$ cat src/rtl/mem_access_bridge_pkg.sv
// Shared types and widths for the core-to-bus memory access bridge.
package HighLevelControl;

    localparam int unsigned DATA_W = 32;
    localparam int unsigned LANE_W = 4;
    localparam int unsigned OFF_W  = 2;

    typedef enum logic [1:0] {
        IDLE = 2'd0,
        REQ  = 2'd1,
        RSP  = 2'd2,
        DONE = 2'd3
    } memBridgeState;

    typedef enum logic [1:0] {
        CAUSE_NONE       = 2'b00,
        CAUSE_MISALIGNED = 2'b01,
        CAUSE_TIMEOUT    = 2'b10,
        CAUSE_BUS_ERROR  = 2'b11
    } memFaultCause;

    // Lane-aligned request payload held stable while the bus owns it.
    typedef struct packed {
        logic              write;
        logic [LANE_W-1:0] byte_en;
        logic [DATA_W-1:0] wdata;
    } bus_payload_t;

endpackage

$ cat src/rtl/mem_access_bridge_byte_lane_aligner.sv
// Combinational lane shifter: moves core byte lanes onto the bus word and
// bus read data back to a right-justified core value; flags misalignment.
module byte_lane_aligner
    import HighLevelControl::*;
(
    input  logic [OFF_W-1:0]  off,
    input  logic [LANE_W-1:0] byte_en,
    input  logic [DATA_W-1:0] core_wdata,
    input  logic [DATA_W-1:0] bus_rdata,
    output logic [LANE_W-1:0] lane_en,
    output logic [DATA_W-1:0] lane_wdata,
    output logic [DATA_W-1:0] core_rdata,
    output logic              misaligned
);

    logic [2*LANE_W-1:0] lane_wide;
    logic [4:0]          bit_shift;

    always_comb begin
        lane_wide  = {LANE_W'(0), byte_en} << off;
        bit_shift  = {off, 3'b000};
        lane_en    = lane_wide[LANE_W-1:0];
        // Any lane pushed past byte 3, or no lanes at all, cannot be issued.
        misaligned = (lane_wide[2*LANE_W-1:LANE_W] != '0) || (byte_en == '0);
        lane_wdata = core_wdata << bit_shift;
        core_rdata = bus_rdata >> bit_shift;
    end

endmodule

$ cat src/rtl/mem_access_bridge.sv
// Bridge between the core memory port and the data bus: one access at a time,
// with lane alignment, misalignment/timeout/bus-error faults and core stall.
module mem_access_bridge
    import HighLevelControl::*;
#(
    parameter int unsigned BIT_COUNT      = 32,
    parameter int unsigned TIMEOUT_CYCLES = 255
) (
    input  logic                 clk,
    input  logic                 reset,
    input  logic                 MemEn,
    input  logic                 MemWrite,
    input  logic [3:0]           ByteEn,
    input  logic [BIT_COUNT-1:0] MemAdr,
    input  logic [31:0]          MemWriteData,
    output logic [31:0]          MemReadData,
    output logic                 Stall,
    output logic                 Fault,
    output logic [1:0]           FaultCause,
    output logic                 BusValid,
    input  logic                 BusReady,
    output logic                 BusWrite,
    output logic [3:0]           BusByteEn,
    output logic [BIT_COUNT-1:0] BusAdr,
    output logic [31:0]          BusWriteData,
    input  logic                 BusRspValid,
    input  logic [31:0]          BusRspData,
    input  logic                 BusRspError
);

    if (BIT_COUNT != 32 && BIT_COUNT != 64) begin : g_bad_width
        $error("mem_access_bridge: BIT_COUNT must be 32 or 64");
    end
    if (TIMEOUT_CYCLES == 0) begin : g_bad_timeout
        $error("mem_access_bridge: TIMEOUT_CYCLES must be at least 1");
    end

    localparam logic [1:0] S_IDLE = 2'(IDLE);
    localparam logic [1:0] S_REQ  = 2'(REQ);
    localparam logic [1:0] S_RSP  = 2'(RSP);
    localparam logic [1:0] S_DONE = 2'(DONE);

    localparam int unsigned CNT_W    = $clog2(TIMEOUT_CYCLES + 1);
    localparam logic [CNT_W-1:0] CNT_LAST = CNT_W'(TIMEOUT_CYCLES - 1);

    logic [1:0]        state_q, state_n;
    logic [CNT_W-1:0]  cnt_q, cnt_n;
    logic [OFF_W-1:0]  off_q, off_sel;
    logic [1:0]        cause_n;
    logic              latch_req;
    logic              capture_en;
    logic [DATA_W-1:0] capture_data;
    bus_payload_t      req_q;

    logic [LANE_W-1:0] lane_en;
    logic [DATA_W-1:0] lane_wdata;
    logic [DATA_W-1:0] core_rdata;
    logic              misaligned;

    // Live offset while accepting a request, latched offset while reading back.
    assign off_sel = (state_q == S_IDLE) ? MemAdr[1:0] : off_q;

    byte_lane_aligner u_aligner (
        .off        (off_sel),
        .byte_en    (ByteEn),
        .core_wdata (MemWriteData),
        .bus_rdata  (BusRspData),
        .lane_en    (lane_en),
        .lane_wdata (lane_wdata),
        .core_rdata (core_rdata),
        .misaligned (misaligned)
    );

    always_ff @(posedge clk or negedge reset) begin
        if (!reset) begin
            state_q <= S_IDLE;
            cnt_q   <= '0;
        end else begin
            state_q <= state_n;
            cnt_q   <= cnt_n;
        end
    end

    // Next state, fault cause, capture control and core stall.
    always_comb begin
        state_n      = state_q;
        cnt_n        = cnt_q;
        cause_n      = CAUSE_NONE;
        latch_req    = 1'b0;
        capture_en   = 1'b0;
        capture_data = '0;
        Stall        = 1'b0;
        case (state_q)
            S_IDLE: begin
                if (MemEn) begin
                    Stall = 1'b1;
                    if (misaligned) begin
                        state_n = S_DONE;
                        cause_n = CAUSE_MISALIGNED;
                    end else begin
                        state_n   = S_REQ;
                        latch_req = 1'b1;
                        cnt_n     = '0;
                    end
                end
            end
            S_REQ: begin
                Stall = 1'b1;
                if (cnt_q == CNT_LAST) begin
                    state_n    = S_DONE;
                    cause_n    = CAUSE_TIMEOUT;
                    capture_en = 1'b1;
                end else begin
                    cnt_n = cnt_q + CNT_W'(1);
                    if (BusReady) begin
                        state_n = S_RSP;
                    end
                end
            end
            S_RSP: begin
                Stall = 1'b1;
                if (cnt_q == CNT_LAST) begin
                    state_n    = S_DONE;
                    cause_n    = CAUSE_TIMEOUT;
                    capture_en = 1'b1;
                end else begin
                    cnt_n = cnt_q + CNT_W'(1);
                    if (BusRspValid) begin
                        state_n      = S_DONE;
                        capture_en   = 1'b1;
                        capture_data = req_q.write ? '0 : core_rdata;
                        cause_n      = BusRspError ? CAUSE_BUS_ERROR : CAUSE_NONE;
                    end
                end
            end
            S_DONE: begin
                state_n = S_IDLE;
            end
            default: begin
                state_n = S_IDLE;
            end
        endcase
        if (!reset) begin
            Stall = 1'b0;
        end
    end

    // Registered bus request, read data and fault reporting.
    always_ff @(posedge clk or negedge reset) begin
        if (!reset) begin
            req_q       <= '0;
            off_q       <= '0;
            BusAdr      <= '0;
            BusValid    <= 1'b0;
            MemReadData <= '0;
            Fault       <= 1'b0;
            FaultCause  <= 2'b00;
        end else begin
            BusValid   <= (state_n == S_REQ);
            Fault      <= (state_n == S_DONE) && (cause_n != CAUSE_NONE);
            FaultCause <= (state_n == S_DONE) ? cause_n : 2'b00;
            if (latch_req) begin
                req_q.write   <= MemWrite;
                req_q.byte_en <= lane_en;
                req_q.wdata   <= lane_wdata;
                off_q         <= MemAdr[1:0];
                BusAdr        <= {MemAdr[BIT_COUNT-1:2], 2'b00};
            end
            if (capture_en) begin
                MemReadData <= capture_data;
            end
        end
    end

    assign BusWrite     = req_q.write;
    assign BusByteEn    = req_q.byte_en;
    assign BusWriteData = req_q.wdata;

endmodule

$ cat config.mk
export PLATFORM = sky130hd
export DESIGN_NAME = mem_access_bridge
export DESIGN_NICKNAME = d
export VERILOG_FILES = /design/src/rtl/mem_access_bridge_pkg.sv /design/src/rtl/mem_access_bridge_byte_lane_aligner.sv /design/src/rtl/mem_access_bridge.sv
export SDC_FILE = /design/constraint.sdc
export NUM_CORES = 1
export LEC_CHECK = 0
export ABC_AREA = 0
export CAP_MARGIN = 20
export CORE_MARGIN = 2
export CORE_UTILIZATION = 35
export CTS_CLUSTER_DIAMETER = 200
export DETAILED_ROUTE_END_ITERATION = 12
export GPL_TIMING_DRIVEN = 0
export HOLD_SLACK_MARGIN = 0.03
export PLACE_DENSITY = 0.68
export SYNTH_ARGS = -nofsm -noshare
export SYNTH_HDL_FRONTEND = slang
export SYNTH_SLANG_ARGS = --single-unit
$ cat constraint.sdc
create_clock -name clk -period 4.5 [get_ports clk]
set_input_delay 0.9 -clock clk [delete_from_list [all_inputs] [get_ports clk]]
set_output_delay 0.9 -clock clk [all_outputs]
set_load 0.01 [all_outputs]
==> run_results.csv, run 1 <==
group,metric,value,unit
cells_and_area,syn_to_final_growth,53.62,%
worst_setup_path,crit_type,"in -> out",
floorplanning,core,15940,um2
worst_setup_path,worstPathMaxFanout,62,
clock_network,cts_tree,"done",
worst_setup_path,end_kind,"output port",
pwr,p_leak,3.819,nW
worst_setup_path,r2r_slack,1.44,ns
cells_and_area,nNetsFinal,909,
worst_setup_path,r2r_cells,9,
logic_synthesis,synthFlopType,"dfrtp_1",
pwr,max-vdd-ir-drop,412.9,uV
sta,setup_viol,0,
cells_and_area,instances_no_fill,1025,
floorplanning,rows,46,
worst_setup_path,r2r-end,"BusWriteData[2]$_DFFE_PN0P_",
logic_synthesis,synth_seq_cells,115,
sta,fmax,0.2931,GHz
cells_and_area,fin_util,55.11,%
global_route,grt_overflow,0,
worst_setup_path,worstPathArrival,2.51,ns
worst_hold_path,holdCritPathClass,"in -> async",
routing,drtIter0Drc,402,
placement,dp.cells,993,
cells_and_area,design_area,8786,um2
worst_setup_path,setup.worst_path.start_class,"input pin",
run,maxCapViolations,0,
logic_synthesis,async_flop_share,100.0,%
routing,drt-vias-per-instance,5.340,
logic_synthesis,synth_cell_type_count,49,
cells_and_area,drive_gt1_share,11.74,%
placement,portBuffers,210,
sta,finalHoldViolCount,0,
floorplanning,boundaryPins,213,
placement,dp_hpwl,14.46,mm
clock_network,clock_sinks,115,
clock_network,clock_path_buffers,2,
cells_and_area,antenna_cells,0,
global_route,antenna_found_initial,0,
floorplanning,dieHeight,131.8,um
sta,slew_headroom,54.24,%
sta,tightest_slew,0.6863,ns
floorplanning,die-area,17380,um2
outcome,status,"completed",
logic_synthesis,yosysSeqAreaShare,50.32,%
routing,wl_per_cell,18.87,um
sta,finalSetupTns,0,ns
sta,finalMaxSlewViolations,0,
clock_network,cts_resized,0,
logic_synthesis,syn_inst,565,
floorplanning,start_util,35.87,%
routing,antenna_left,0,
global_route,track_usage,22.45,%
sta,rsz0062_at_grt,"false",
sta,fin_crit,3.412,ns
logic_synthesis,synthesis.area,5719,um2
clock_network,clk_pin_slew,0.05,ns
floorplanning,die_w,131.8,um
routing,drc_errors,0,
global_route,grt_pass1_vias,5604,
sta,fin_crit_sh,75.83,%
pwr,powerDensity,709.0,nW/um2
placement,dpl-instance-area,8124,um2
clock_network,cts_root_buf,"clkbuf_16",
worst_setup_path,cp_data_required_time,3.60,ns
placement,gp_congestion,0.8879,
worst_setup_path,r2r_start,"state_q[0]$_DFF_PN0_",
sta,fin_skew,0.007025,ns
logic_synthesis,synth_warnings,0,
logic_synthesis,synth_edf_count,0,
global_route,grt_max_degree,63,
clock_network,ctsHoldBuffers,0,
routing,dr_total_vias,5474,
global_route,grt_pass1_wl,30.68,mm
routing,dr.pass1.iters,8,
clock_network,clk_latency,0.41,ns
logic_synthesis,syn_area_per_cell,10.12,um2
clock_network,post_cts_buffers,0,
clock_network,htree_num_levels,4,
routing,routed_wl,19.34,mm
clock_network,cts_buffers,17,
kinds of logic (layout without fill, tap and decap cells):
group	count (synthesis)	after routing	share of synthesized area [%]
compound gates	138	138	16.41
fa+ha+maj	6	6	1.313
flops	115	115	50.32
simple gates	192	192	15.29
buf+inv	46	289	3.850
mux	67	67	12.75
other cells	1	2	0.06557
layer usage:
layer,up-vias,part of all wire [%],global-route usage [%]
li1,2489,-,-
met1,2671,41,27.45
met2,279,49,37.06
met3,35,7.6,7.305
met4,0,2.5,8.454
met5,-,0,0
through the flow:
step	hold slack (ns)	power, mW	setup WS [ns]
after floorplan	0.5014	3.312	2.026
after global placement	0.4645	4.623	-2.692
after detailed placement	0.4684	4.707	0.9762
after CTS	0.4607	6.260	0.9973
after global routing	0.4671	6.602	0.8855
final	0.4450	6.229	1.088
cell usage after synthesis (2+ instances only):
master | count | area, um2
a211oi_1 | 10 | 75.07
mux2_4 | 2 | 30.03
nor2_1 | 8 | 30.03
or3_1 | 2 | 12.51
nand2_1 | 124 | 465.5
o21ai_0 | 33 | 165.2
a32o_1 | 8 | 80.08
nor4_1 | 3 | 18.77
buf_2 | 11 | 55.05
nand2b_1 | 5 | 31.28
ha_1 | 6 | 75.07
a21oi_1 | 27 | 135.1
a22o_1 | 16 | 140.1
dfrtp_1 | 115 | 2878
o211ai_1 | 3 | 22.52
buf_4 | 7 | 52.55
o31ai_1 | 19 | 142.6
inv_1 | 5 | 18.77
clkbuf_1 | 22 | 82.58
mux2_2 | 36 | 405.4
a31oi_1 | 2 | 12.51
or4_1 | 4 | 30.03
nand3_1 | 23 | 115.1
o21a_1 | 3 | 22.52
nor2b_1 | 2 | 12.51
and3_1 | 11 | 68.82
mux2i_1 | 28 | 280.3
a21o_1 | 9 | 67.56
final cells by class:
| cell class | instances | area [um2] |
|---|---|---|
| Clock buffer | 23 | 488.0 |
| Clock inverter | 9 | 173.9 |
| Fill cell | 1427 | 7157 |
| Buffer | 41 | 201.4 |
| Sequential cell | 115 | 2878 |
| Tap cell | 216 | 270.3 |
| Multi-Input combinational cell | 405 | 2625 |
| Inverter | 5 | 18.77 |
| Timing Repair Buffer | 211 | 2131 |
flip-flops by register name, indices dropped and copies added, names as in the netlist, 2 cells and up:
signal	cells
BusAdr	30
BusByteEn	4
BusWriteData	32
FaultCause	2
MemReadData	32
cnt_q	8
off_q	2
state_q	2
cell usage in the layout (no fill, tap or decap), types with 3 or more instances in the layout:
| cell type | instances |
|---|---|
| o211ai_1 | 3 |
| mux2_2 | 36 |
| clkbuf_1 | 24 |
| nand3_1 | 23 |
| clkbuf_16 | 17 |
| and3_1 | 11 |
| dfrtp_1 | 115 |
| nand2_1 | 124 |
| a22o_1 | 16 |
| buf_4 | 7 |
| a211oi_1 | 10 |
| o21ai_0 | 33 |
| a21o_1 | 9 |
| nor4_1 | 3 |
| mux2i_1 | 28 |
| clkinv_2 | 3 |
| o31ai_1 | 19 |
| clkbuf_8 | 4 |
| a32o_1 | 8 |
| or4_1 | 4 |
| nor2_1 | 8 |
| a21oi_1 | 27 |
| clkdlybuf4s50_1 | 209 |
| buf_2 | 11 |
| o21a_1 | 3 |
| nand2b_1 | 5 |
| bufinv_16 | 5 |
| ha_1 | 6 |
| inv_1 | 5 |
how the worst max path moves through the flow:
stage,cells past startpoint,from,slack [ns],endpoint
global placement,4,reset,-2.69,Stall
detailed placement,7,MemAdr[0],0.98,BusWriteData[1]$_DFFE_PN0P_
finish,5,reset,1.09,Stall
floorplan,6,MemAdr[0],2.03,BusAdr[10]$_DFFE_PN0P_
CTS,5,reset,1.0,Stall
global route,7,state_q[0]$_DFF_PN0_,0.89,Stall
critical path, cell delays in order:
cell             delay [ns]
buf_6                  0.40
buf_16                 0.34
nand2b_1               0.09
a21oi_1                0.17
clkdlybuf4s50_1        0.57
report_power, final:
group / total [mW] / internal, mW / switching [mW]
clock network: 1.51 / 1.04 / 0.469
registers: 1.72 / 1.45 / 0.270
logic: 3.00 / 1.44 / 1.56
No activity file was read; power rests on OpenSTA's default activity.
==> run 2: changes to the inputs <==
Clock period 4.5 ns to 3.4 ns, I/O delays scaled along.
==> results of run 2 <==
Same layout as run 1 (identical final DEF). Status: completed.
Main changes from that run: setup slack after placement 0.9762 ns -> 0.09618 ns; setup slack after layout 1.088 ns -> 0.2090 ns; hold slack 0.4450 ns -> 0.2250 ns; start point of the critical path reset -> state_q[0]$_DFF_PN0_; register-to-register setup slack 1.44 ns -> 0.34 ns; total power 6.229 mW -> 8.244 mW; worst IR drop on VDD 412.9 uV -> 546.5 uV
